===== src/rtl/sample_feed_tx.sv =====
// sample_feed_tx
//   Streams 3-bit GPS samples from an internal FIFO to a consumer. The consumer
//   gets a sample clock (clk_sample) derived from clk, a sample-counter reset
//   (feed_reset) and a completion flag. A feed is a fixed number of samples,
//   preceded by RESET_PERIODS sample-clock periods with feed_reset high.
//
//   Optional feature macro: SAMPLE_FEED_STALL_EN
//     defined   : an empty FIFO at the start of a sample period freezes the
//                 sample clock low until data arrives.
//     undefined : the period runs anyway and the previous sample repeats.
//
// Ports
//   clk, reset_n          system clock, asynchronous active-low reset
//   wr_en, wr_data, full  FIFO write side
//   start, abort, length  feed control (length latched on an accepted start)
//   clk_sample, data      consumer sample clock and sample
//   feed_reset            consumer sample-counter reset
//   feed_complete, busy   feed status
//   overflow, underflow   sticky error flags, cleared by an accepted start
module sample_feed_tx #(
  parameter int HALF_PERIOD   = 6,
  parameter int RESET_PERIODS = 4,
  parameter int FIFO_DEPTH    = 16
) (
  input  logic        clk,
  input  logic        reset_n,
  input  logic        wr_en,
  input  logic [2:0]  wr_data,
  output logic        full,
  input  logic        start,
  input  logic        abort,
  input  logic [15:0] length,
  output logic        clk_sample,
  output logic [2:0]  data,
  output logic        feed_reset,
  output logic        feed_complete,
  output logic        busy,
  output logic        overflow,
  output logic        underflow
);

  localparam int AW  = $clog2(FIFO_DEPTH);
  localparam int AW1 = AW + 1;
  localparam int PW  = $clog2(2 * HALF_PERIOD);
  localparam int RW  = (RESET_PERIODS > 1) ? $clog2(RESET_PERIODS) : 1;
  localparam logic [PW-1:0]  PH_LAST = PW'(2 * HALF_PERIOD - 1);
  localparam logic [PW-1:0]  PH_HIGH = PW'(HALF_PERIOD);
  localparam logic [RW-1:0]  RP_LAST = RW'(RESET_PERIODS - 1);
  localparam logic [AW1-1:0] DEPTH   = AW1'(FIFO_DEPTH);

  typedef enum logic [1:0] {
    S_IDLE  = 2'd0,
    S_RESET = 2'd1,
    S_RUN   = 2'd2,
    S_DONE  = 2'd3
  } state_t;

  state_t         r_state, w_state_nxt;
  logic [PW-1:0]  r_phase, w_phase_nxt;
  logic [RW-1:0]  r_rcnt, w_rcnt_nxt;
  logic [15:0]    r_remain;
  logic [2:0]     r_mem [FIFO_DEPTH];
  logic [AW-1:0]  r_wptr, r_rptr;
  logic [AW1-1:0] r_count, w_count_nxt;
  logic           r_full;
  logic [2:0]     r_data, w_data_nxt;
  logic           r_clk_sample, r_feed_reset, r_feed_complete, r_busy;
  logic           r_overflow, r_underflow;
  logic           w_clk_nxt, w_freset_nxt, w_fdone_nxt, w_busy_nxt;
  logic           w_start_ok, w_slot, w_pop, w_dec, w_unf_set;
  logic           w_push, w_ovf_set, w_empty;
`ifdef SAMPLE_FEED_STALL_EN
  logic           r_stall, w_stall_nxt;
`endif

  assign w_empty   = (r_count == '0);
  // A write while full only gets in if a pop frees the slot in the same cycle.
  assign w_push    = wr_en & ~abort & (~r_full | w_pop);
  assign w_ovf_set = wr_en & ~abort & r_full & ~w_pop;

  // State register
  always_ff @(posedge clk or negedge reset_n) begin
    if (!reset_n) r_state <= S_IDLE;
    else          r_state <= w_state_nxt;
  end

  // Next state and period sequencing; w_slot marks the edge into phase 0 of a RUN period
  always_comb begin
    w_state_nxt = r_state;
    w_phase_nxt = r_phase;
    w_rcnt_nxt  = r_rcnt;
    w_slot      = 1'b0;
    w_start_ok  = 1'b0;
    if (abort) begin
      w_state_nxt = S_IDLE;
      w_phase_nxt = '0;
      w_rcnt_nxt  = '0;
    end else begin
      case (r_state)
        S_IDLE, S_DONE: begin
          if (start) begin
            w_state_nxt = S_RESET;
            w_phase_nxt = '0;
            w_rcnt_nxt  = '0;
            w_start_ok  = 1'b1;
          end else begin
            w_phase_nxt = '0;
          end
        end
        S_RESET: begin
          if (r_phase == PH_LAST) begin
            w_phase_nxt = '0;
            if (r_rcnt == RP_LAST) begin
              if (r_remain != 16'd0) begin
                w_state_nxt = S_RUN;
                w_slot      = 1'b1;
              end else begin
                w_state_nxt = S_DONE;
              end
            end else begin
              w_rcnt_nxt = r_rcnt + RW'(1);
            end
          end else begin
            w_phase_nxt = r_phase + PW'(1);
          end
        end
        S_RUN: begin
`ifdef SAMPLE_FEED_STALL_EN
          if (r_stall) begin
            w_phase_nxt = r_phase;
          end else
`endif
          if (r_phase == PH_LAST) begin
            w_phase_nxt = '0;
            // remain reaches zero on the last pop, so this period carried it
            if (r_remain == 16'd0) w_state_nxt = S_DONE;
            else                   w_slot      = 1'b1;
          end else begin
            w_phase_nxt = r_phase + PW'(1);
          end
        end
        default: begin
          w_state_nxt = S_IDLE;
          w_phase_nxt = '0;
        end
      endcase
    end
  end

  // Pop / decrement / underflow decision at each sample slot
  always_comb begin
    w_pop     = 1'b0;
    w_dec     = 1'b0;
    w_unf_set = 1'b0;
`ifdef SAMPLE_FEED_STALL_EN
    w_stall_nxt = r_stall;
    if (abort) begin
      w_stall_nxt = 1'b0;
    end else if (w_slot) begin
      if (!w_empty) begin
        w_pop = 1'b1;
        w_dec = 1'b1;
      end else begin
        w_stall_nxt = 1'b1;
        w_unf_set   = 1'b1;
      end
    end else if (r_stall && !w_empty) begin
      // data arrived: load it and restart phase 0 so it gets a full low half
      w_pop       = 1'b1;
      w_dec       = 1'b1;
      w_stall_nxt = 1'b0;
    end else begin
      w_stall_nxt = r_stall;
    end
`else
    if (w_slot) begin
      w_dec     = 1'b1;
      w_pop     = ~w_empty;
      w_unf_set = w_empty;
    end else begin
      w_dec = 1'b0;
    end
`endif
  end

  // Next values of the registered outputs, decoded from the next state/phase
  always_comb begin
    w_busy_nxt   = (w_state_nxt == S_RESET) || (w_state_nxt == S_RUN);
    w_clk_nxt    = w_busy_nxt && (w_phase_nxt >= PH_HIGH);
    w_freset_nxt = (w_state_nxt == S_RESET);
    w_fdone_nxt  = (w_state_nxt == S_DONE);
    if (abort || w_start_ok) w_data_nxt = 3'd0;
    else if (w_pop)          w_data_nxt = r_mem[r_rptr];
    else                     w_data_nxt = r_data;
  end

  // FIFO occupancy after this cycle's push/pop
  always_comb begin
    if (w_push && !w_pop)      w_count_nxt = r_count + AW1'(1);
    else if (!w_push && w_pop) w_count_nxt = r_count - AW1'(1);
    else                       w_count_nxt = r_count;
  end

  // FIFO storage write port (array contents need no reset)
  always_ff @(posedge clk) begin
    if (w_push) r_mem[r_wptr] <= wr_data;
  end

  // FIFO pointers, count and registered full flag
  always_ff @(posedge clk or negedge reset_n) begin
    if (!reset_n) begin
      r_wptr  <= '0;
      r_rptr  <= '0;
      r_count <= '0;
      r_full  <= 1'b0;
    end else if (abort) begin
      r_wptr  <= '0;
      r_rptr  <= '0;
      r_count <= '0;
      r_full  <= 1'b0;
    end else begin
      if (w_push) r_wptr <= r_wptr + AW'(1);
      if (w_pop)  r_rptr <= r_rptr + AW'(1);
      r_count <= w_count_nxt;
      r_full  <= (w_count_nxt == DEPTH);
    end
  end

  // Feed counters, sample register and sticky flags (a new error beats the start clear)
  always_ff @(posedge clk or negedge reset_n) begin
    if (!reset_n) begin
      r_phase     <= '0;
      r_rcnt      <= '0;
      r_remain    <= 16'd0;
      r_data      <= 3'd0;
      r_overflow  <= 1'b0;
      r_underflow <= 1'b0;
`ifdef SAMPLE_FEED_STALL_EN
      r_stall     <= 1'b0;
`endif
    end else begin
      r_phase <= w_phase_nxt;
      r_rcnt  <= w_rcnt_nxt;
      r_data  <= w_data_nxt;
      if (w_start_ok) r_remain <= length;
      else if (w_dec) r_remain <= r_remain - 16'd1;
      r_overflow  <= w_ovf_set | (r_overflow & ~w_start_ok);
      r_underflow <= w_unf_set | (r_underflow & ~w_start_ok);
`ifdef SAMPLE_FEED_STALL_EN
      r_stall     <= w_stall_nxt;
`endif
    end
  end

  // Registered consumer-facing control outputs
  always_ff @(posedge clk or negedge reset_n) begin
    if (!reset_n) begin
      r_clk_sample    <= 1'b0;
      r_feed_reset    <= 1'b0;
      r_feed_complete <= 1'b0;
      r_busy          <= 1'b0;
    end else begin
      r_clk_sample    <= w_clk_nxt;
      r_feed_reset    <= w_freset_nxt;
      r_feed_complete <= w_fdone_nxt;
      r_busy          <= w_busy_nxt;
    end
  end

  assign full          = r_full;
  assign clk_sample    = r_clk_sample;
  assign data          = r_data;
  assign feed_reset    = r_feed_reset;
  assign feed_complete = r_feed_complete;
  assign busy          = r_busy;
  assign overflow      = r_overflow;
  assign underflow     = r_underflow;

endmodule

===== config.mk =====
export PLATFORM = sky130hd
export DESIGN_NAME = sample_feed_tx
export DESIGN_NICKNAME = d
export VERILOG_FILES = /design/src/rtl/sample_feed_tx.sv
export SDC_FILE = /design/constraint.sdc
export NUM_CORES = 1
export LEC_CHECK = 0
export BUFFER_PORTS_ARGS = -buffer_cell sky130_fd_sc_hd__buf_2
export CORE_MARGIN = 2
export CORE_UTILIZATION = 35
export CTS_CLUSTER_SIZE = 12
export DETAILED_ROUTE_END_ITERATION = 8
export GPL_ROUTABILITY_DRIVEN = 1
export PLACE_DENSITY = 0.51
export SKIP_CTS_REPAIR_TIMING = 1
export SLEW_MARGIN = 20
export SYNTH_ARGS = -nofsm -noshare
export SYNTH_HDL_FRONTEND = slang
export SYNTH_SLANG_ARGS = --single-unit

===== constraint.sdc =====
create_clock -name clk -period 4.45 [get_ports clk]
set_clock_uncertainty 0.05 [all_clocks]
set_input_delay 0.2225 -clock clk [delete_from_list [all_inputs] [get_ports clk]]
set_output_delay 0.2225 -clock clk [all_outputs]
set_load 0.01 [all_outputs]

* Yosys cells after proc, flatten, opt, wreduce, memory -nomap -nowiden
Memories as Yosys holds them, arrays and structs flattened. Index checks and enable logic that the tools add are counted.
Word-level totals: memories kept 1, RAM bits 48, register bits 47, output and inout bits 10, bits of input ports 24
Operators by class: $add $sub $neg 7, multiplexer cells 43, bitwise logic cells 14, eq/ne operators 12, $lt $le $gt $ge 1, reductions and logical operators 19
Memories:
- r_mem | words 16, width 3, read ports 1, clocked after memory_dff 0, wr ports 1, line 62 | logic [2:0] r_mem [FIFO_DEPTH];
Operators with widths (count):
- 16-bit two-way mux | 2
- 4-bit two-way mux | 6
- 2-bit two-way mux | 10
- 16-bit zero test | 1
- 1-bit two-way mux | 16
- 16-bit nonzero test | 1
- 16-bit by 1-bit subtractor with 16-bit output, second input constant | 1
- 5-bit two-way mux | 3
- 4-bit by 1-bit adder with 4-bit output, second input constant | 3
- 2-bit == test, second input constant | 5
- 3-bit != test, second input constant | 3
- 4-bit case mux with 2 select lines | 1
- 2-bit nonzero test | 4
- 1-bit bitwise AND | 6
- 3-bit two-way mux | 2
- 2-bit case mux with 3 select lines | 1
- 5-bit by 1-bit adder with 5-bit output, second input constant | 1
- 5-bit == test, second input constant | 1
- 5-bit zero test | 1
- 1-bit inverter | 5
- 5-bit by 1-bit subtractor with 5-bit output, second input constant | 1
- 2-bit by 1-bit == test with 1-bit output, second input constant | 2
- 4-bit == test, second input constant | 1
- 4-bit by 3-bit greater-or-equal comparator with 1-bit output, second input constant | 1
- 11 further kinds | 18

* Longest topological paths before layout
depth in word-level cells 15, mapped depth 11

* Worst setup path after synthesis
OpenSTA, ideal clock, no wires.
path type register to register, start register r_state[0], end memory r_mem[0][0], enable pin, slack 1.599 ns, cell stages (with the launch flop) 12, setup time 0.303 ns, arrival 2.498 ns, cells stage by stage dfrtp_1 inv_1 ha_1 buf_6 or2_0 buf_2 or4_4 nand2b_4 buf_6 a21oi_4 nor3b_2 and2_1
Between the ends: cells in the longest elaborated chain, start to end 8
Ends and longest elaborated chain:
- start: declaration | line 58 | state_t r_state, w_state_nxt;
- start signal: assignment | line 84 | else r_state <= w_state_nxt;
- 2-bit == test / 2-bit by 1-bit == test with 1-bit output (equally long branches) | line 99 | case (r_state)
- 1-bit case mux with 2 select lines (*) | line 99
- 1-bit two-way mux (*) | line 94 | if (abort) begin
- 1-bit two-way mux (*) | line 176 | if (w_slot) begin
- 1-bit OR (*) | line 78 | assign w_push = wr_en & ~abort & (~r_full | w_pop);
- 1-bit bitwise AND (*) | line 78
- 1-bit two-way mux (*) | line 206 | if (w_push) r_mem[r_wptr] <= wr_data;
- 1-bit two-way mux (implied by the code) (*) | line 206
- end: declaration | line 62
Every way passes the cells marked *; elsewhere a longest branch is shown, timed or not.

* Worst setup path after layout
start register r_state[0], end memory r_mem[1][2], enable pin
The elaborated chain is that of the path after synthesis.

==> flow_summary.yaml <==
timing:
  finalSetupTns_ns: 0
  tightest_slew_ns: 0.958
  fin_crit_ns: 3.10
  setup_viol: 0
  relSlewSlack_pct: 36.1
  rsz0062_at_grt: "no"
  report.final.slew_viol_count: 0
  final-hold-violation-count: 0
  max_freq_mhz: 323
  fin_crit_sh_pct: 69.6
synth:
  yosysWarningCount: 0
  synth_xor_area_share_pct: 4.35
  synth_largest_area_cell: "edfxtp_1"
  yosys.area_share.simple_pct: 16.9
  synth_edf_count: 48
  synth_cell_types: 55
  synth_top_family_by_area: "simple AND/OR/NAND/NOR gates"
  ys_seq_elements: 95
  syn_nets: 429
  synth-compound-area-share_pct: 8.53
  synthTopCellsByCount: "48 x edfxtp_1, 47 x dfrtp_1, 44 x nor2_1, 28 x a21oi_1, 21 x nand2_1"
  synthTopCellsByArea: "edfxtp_1 31%, dfrtp_1 25%, mux4_2 4.4%"
  synth_mux_area_share_pct: 6.97
  synth_ff_type: "edfxtp_1"
  yosysMostFrequentCell: "edfxtp_1"
  synthesis.instances: 390
  yosysSeqAreaShare_pct: 56.5
  async_reset_ff_share_pct: 49.5
  synth_area_um2: 4630
  synth_top_area_share_pct: 31.1
  synth_adder_area_share_pct: 4.05
  avgSynthCellArea_um2: 11.9
critical_path:
  worst_setup_path_end_kind: "flop"
  crit_required_ns: 4.46
  crit_arrival_ns: 3.11
  path_class: "reg2reg"
  cp_max_fo: 10
  start_kind: "flop"
power:
  p_switching_w: 0.000460
  peakVddDrop_v: 0.000189
  pwr-share-seq_pct: 53.2
  p_comb_share_pct: 7.5
  p_leak_nw: 1.99
  cellPowerDensity_nw_per_um2: 356
  intPower_w: 0.00140
  netSwitchingFraction_pct: 24.7
  clkPwrFrac_pct: 39.3
global_route:
  grt_max_degree: 48
  grt_pass1_vias: 3088
  grt.overflow.total: 0
  antenna_found_initial: 0
  grt_pass1_wl_um: 15900
  grt.total_usage_pct: 14.5
cts:
  clk_pin_slew_ns: 0.07
  numCtsBuffers: 9
  clock_path_buffers: 2
  cts-root-buf: "clkbuf_16"
  clock-sinks: 95
  htreeDepth: 3
  clock_latency_ns: 0.35
  cts_tree: "built"
floorplanning:
  die_area_um2: 14200
  io-pin-count: 34
  die_y_um: 119
  num_rows: 42
  die_w_um: 119
  fp.coreArea_um2: 13100
  start_util_pct: 35.4
status:
  outcome: "completed"
layout:
  syn_to_final_growth_pct: 13.2
  layout-drive-gt1-share_pct: 18.3
  fin_nets: 460
  diodes: 0
  final_cell_count_no_fill: 602
route:
  drtIter0Drc: 160
  vias: 2988
  ant_nets: 0
  wl_um: 9360
  drc: 0
  post_drt_via_cell_ratio: 4.96
  firstDrtPassIters: 4
  wl_per_cell_um: 15.5
placed_design:
  port_buffers: 33
  gp_congestion: 0.824
  dp_hpwl_um: 6540
  dp.cells: 585
job:
  drv_cap: 0
min_path:
  hold_path_class: "in2reg"
==> metrics by stage <==
stage / util, % / setup slack [ns] / power [W] / hold slack [ns] / area [um^2]
floorplan: - / 1.60 / 0.00109 / -0.123 / 4630
global placement: 37.9 / 1.41 / 0.00115 / 0.324 / 4950
detailed placement: 37.9 / 1.35 / 0.00115 / 0.324 / 4950
CTS: 40.0 / 1.34 / 0.00189 / -0.0552 / 5230
global route: 40.1 / 1.15 / 0.00195 / 0.0651 / 5240
finish: 40.1 / 1.35 / 0.00186 / 0.0682 / 5240
==> worst max-delay path: stages (launching register included) <==
cell and delay [ns]:
dfrtp_1 0.38, inv_1 0.09, ha_1 0.41, or2_0 0.35
or4_4 0.51, nand2b_4 0.23, a21oi_4 0.24, nor3b_2 0.31
and2_1 0.24
==> layer usage <==
layer | wire length, um | part of all wire [%] | vias to the layer above | global-route usage, %
li1 | - | - | 1473 | -
met4 | 156 | 1.7 | 0 | 4.99
met3 | 421 | 4.5 | 12 | 4.36
met5 | 0 | 0 | - | 0
met2 | 4520 | 48 | 52 | 23.3
met1 | 4260 | 46 | 1451 | 18.8
==> final timing paths <==
kind,start,endpoint,slack (ns),depth (start not counted)
setup reg to reg,r_state[0],r_mem[1][2],1.35,8
setup / recovery,r_state[0],r_mem[1][2],1.35,8
max in group asynchronous,reset_n,r_phase[0],3.47,3
min in group asynchronous,reset_n,r_remain[5],0.46,3
hold reg to reg,r_phase[0],r_phase[0],0.43,1
hold / removal,length[1],r_remain[1],0.07,3
==> placed cells by master, fill, tap and decap left out, types with 3 or more instances in the layout <==
| cell type | count |
|---|---|
| nand2b_1 | 5 |
| a21oi_1 | 28 |
| o21ai_0 | 17 |
| nor4_1 | 3 |
| nand2_1 | 21 |
| edfxtp_1 | 48 |
| ha_1 | 15 |
| nor4b_1 | 5 |
| nor3_1 | 11 |
| and2_1 | 14 |
| xnor2_1 | 12 |
| nand3b_1 | 3 |
| nand4_1 | 3 |
| nand3_1 | 12 |
| mux2_2 | 7 |
| mux4_2 | 9 |
| nor2b_1 | 4 |
| nor2_1 | 44 |
| and4_1 | 5 |
| xor2_1 | 11 |
| clkbuf_16 | 9 |
| mux2i_1 | 3 |
| inv_1 | 12 |
| dfrtp_1 | 47 |
| buf_2 | 33 |
| or3_1 | 3 |
==> flip-flops by register name, indices dropped and copies added (netlist names) <==
signal         cells
busy               1
clk_sample         1
data               3
feed_complete      1
feed_reset         1
full               1
overflow           1
r_count            5
r_mem             48
r_phase            4
r_rcnt             2
r_remain          16
r_rptr             4
r_state            2
r_wptr             4
underflow          1
==> kinds of logic after synthesis <==
| group | after synthesis |
|---|---|
| flip-flops | 95 |
| AO/OA/AOI/OAI | 65 |
| buffers and inverters | 28 |
| adder cells (fa/ha/maj) | 15 |
| AND/OR/NAND/NOR | 144 |
| XOR/XNOR | 23 |
| multiplexers | 20 |
==> area by class of cell <==
cell class	count	area [um^2]
fillers	1260	7840
flip-flops and latches	95	2620
multi-input cells	267	1890
clock buffers	9	225
well taps	176	220
repair buffers	36	190
clock inverters	7	53.8
inverters	12	45.0
==> power by group through the flow <==
stage                     Sequential (W)  Combinational (W)  Clock [W]
final                           0.000992           0.000140   0.000732
after global placement           0.00101           0.000140          0
after global routing            0.000997           0.000159   0.000789
after CTS                       0.000992           0.000143   0.000759
after detailed placement         0.00101           0.000142          0
after floorplan                  0.00100          0.0000903          0
(Power assumes the default switching activity.)
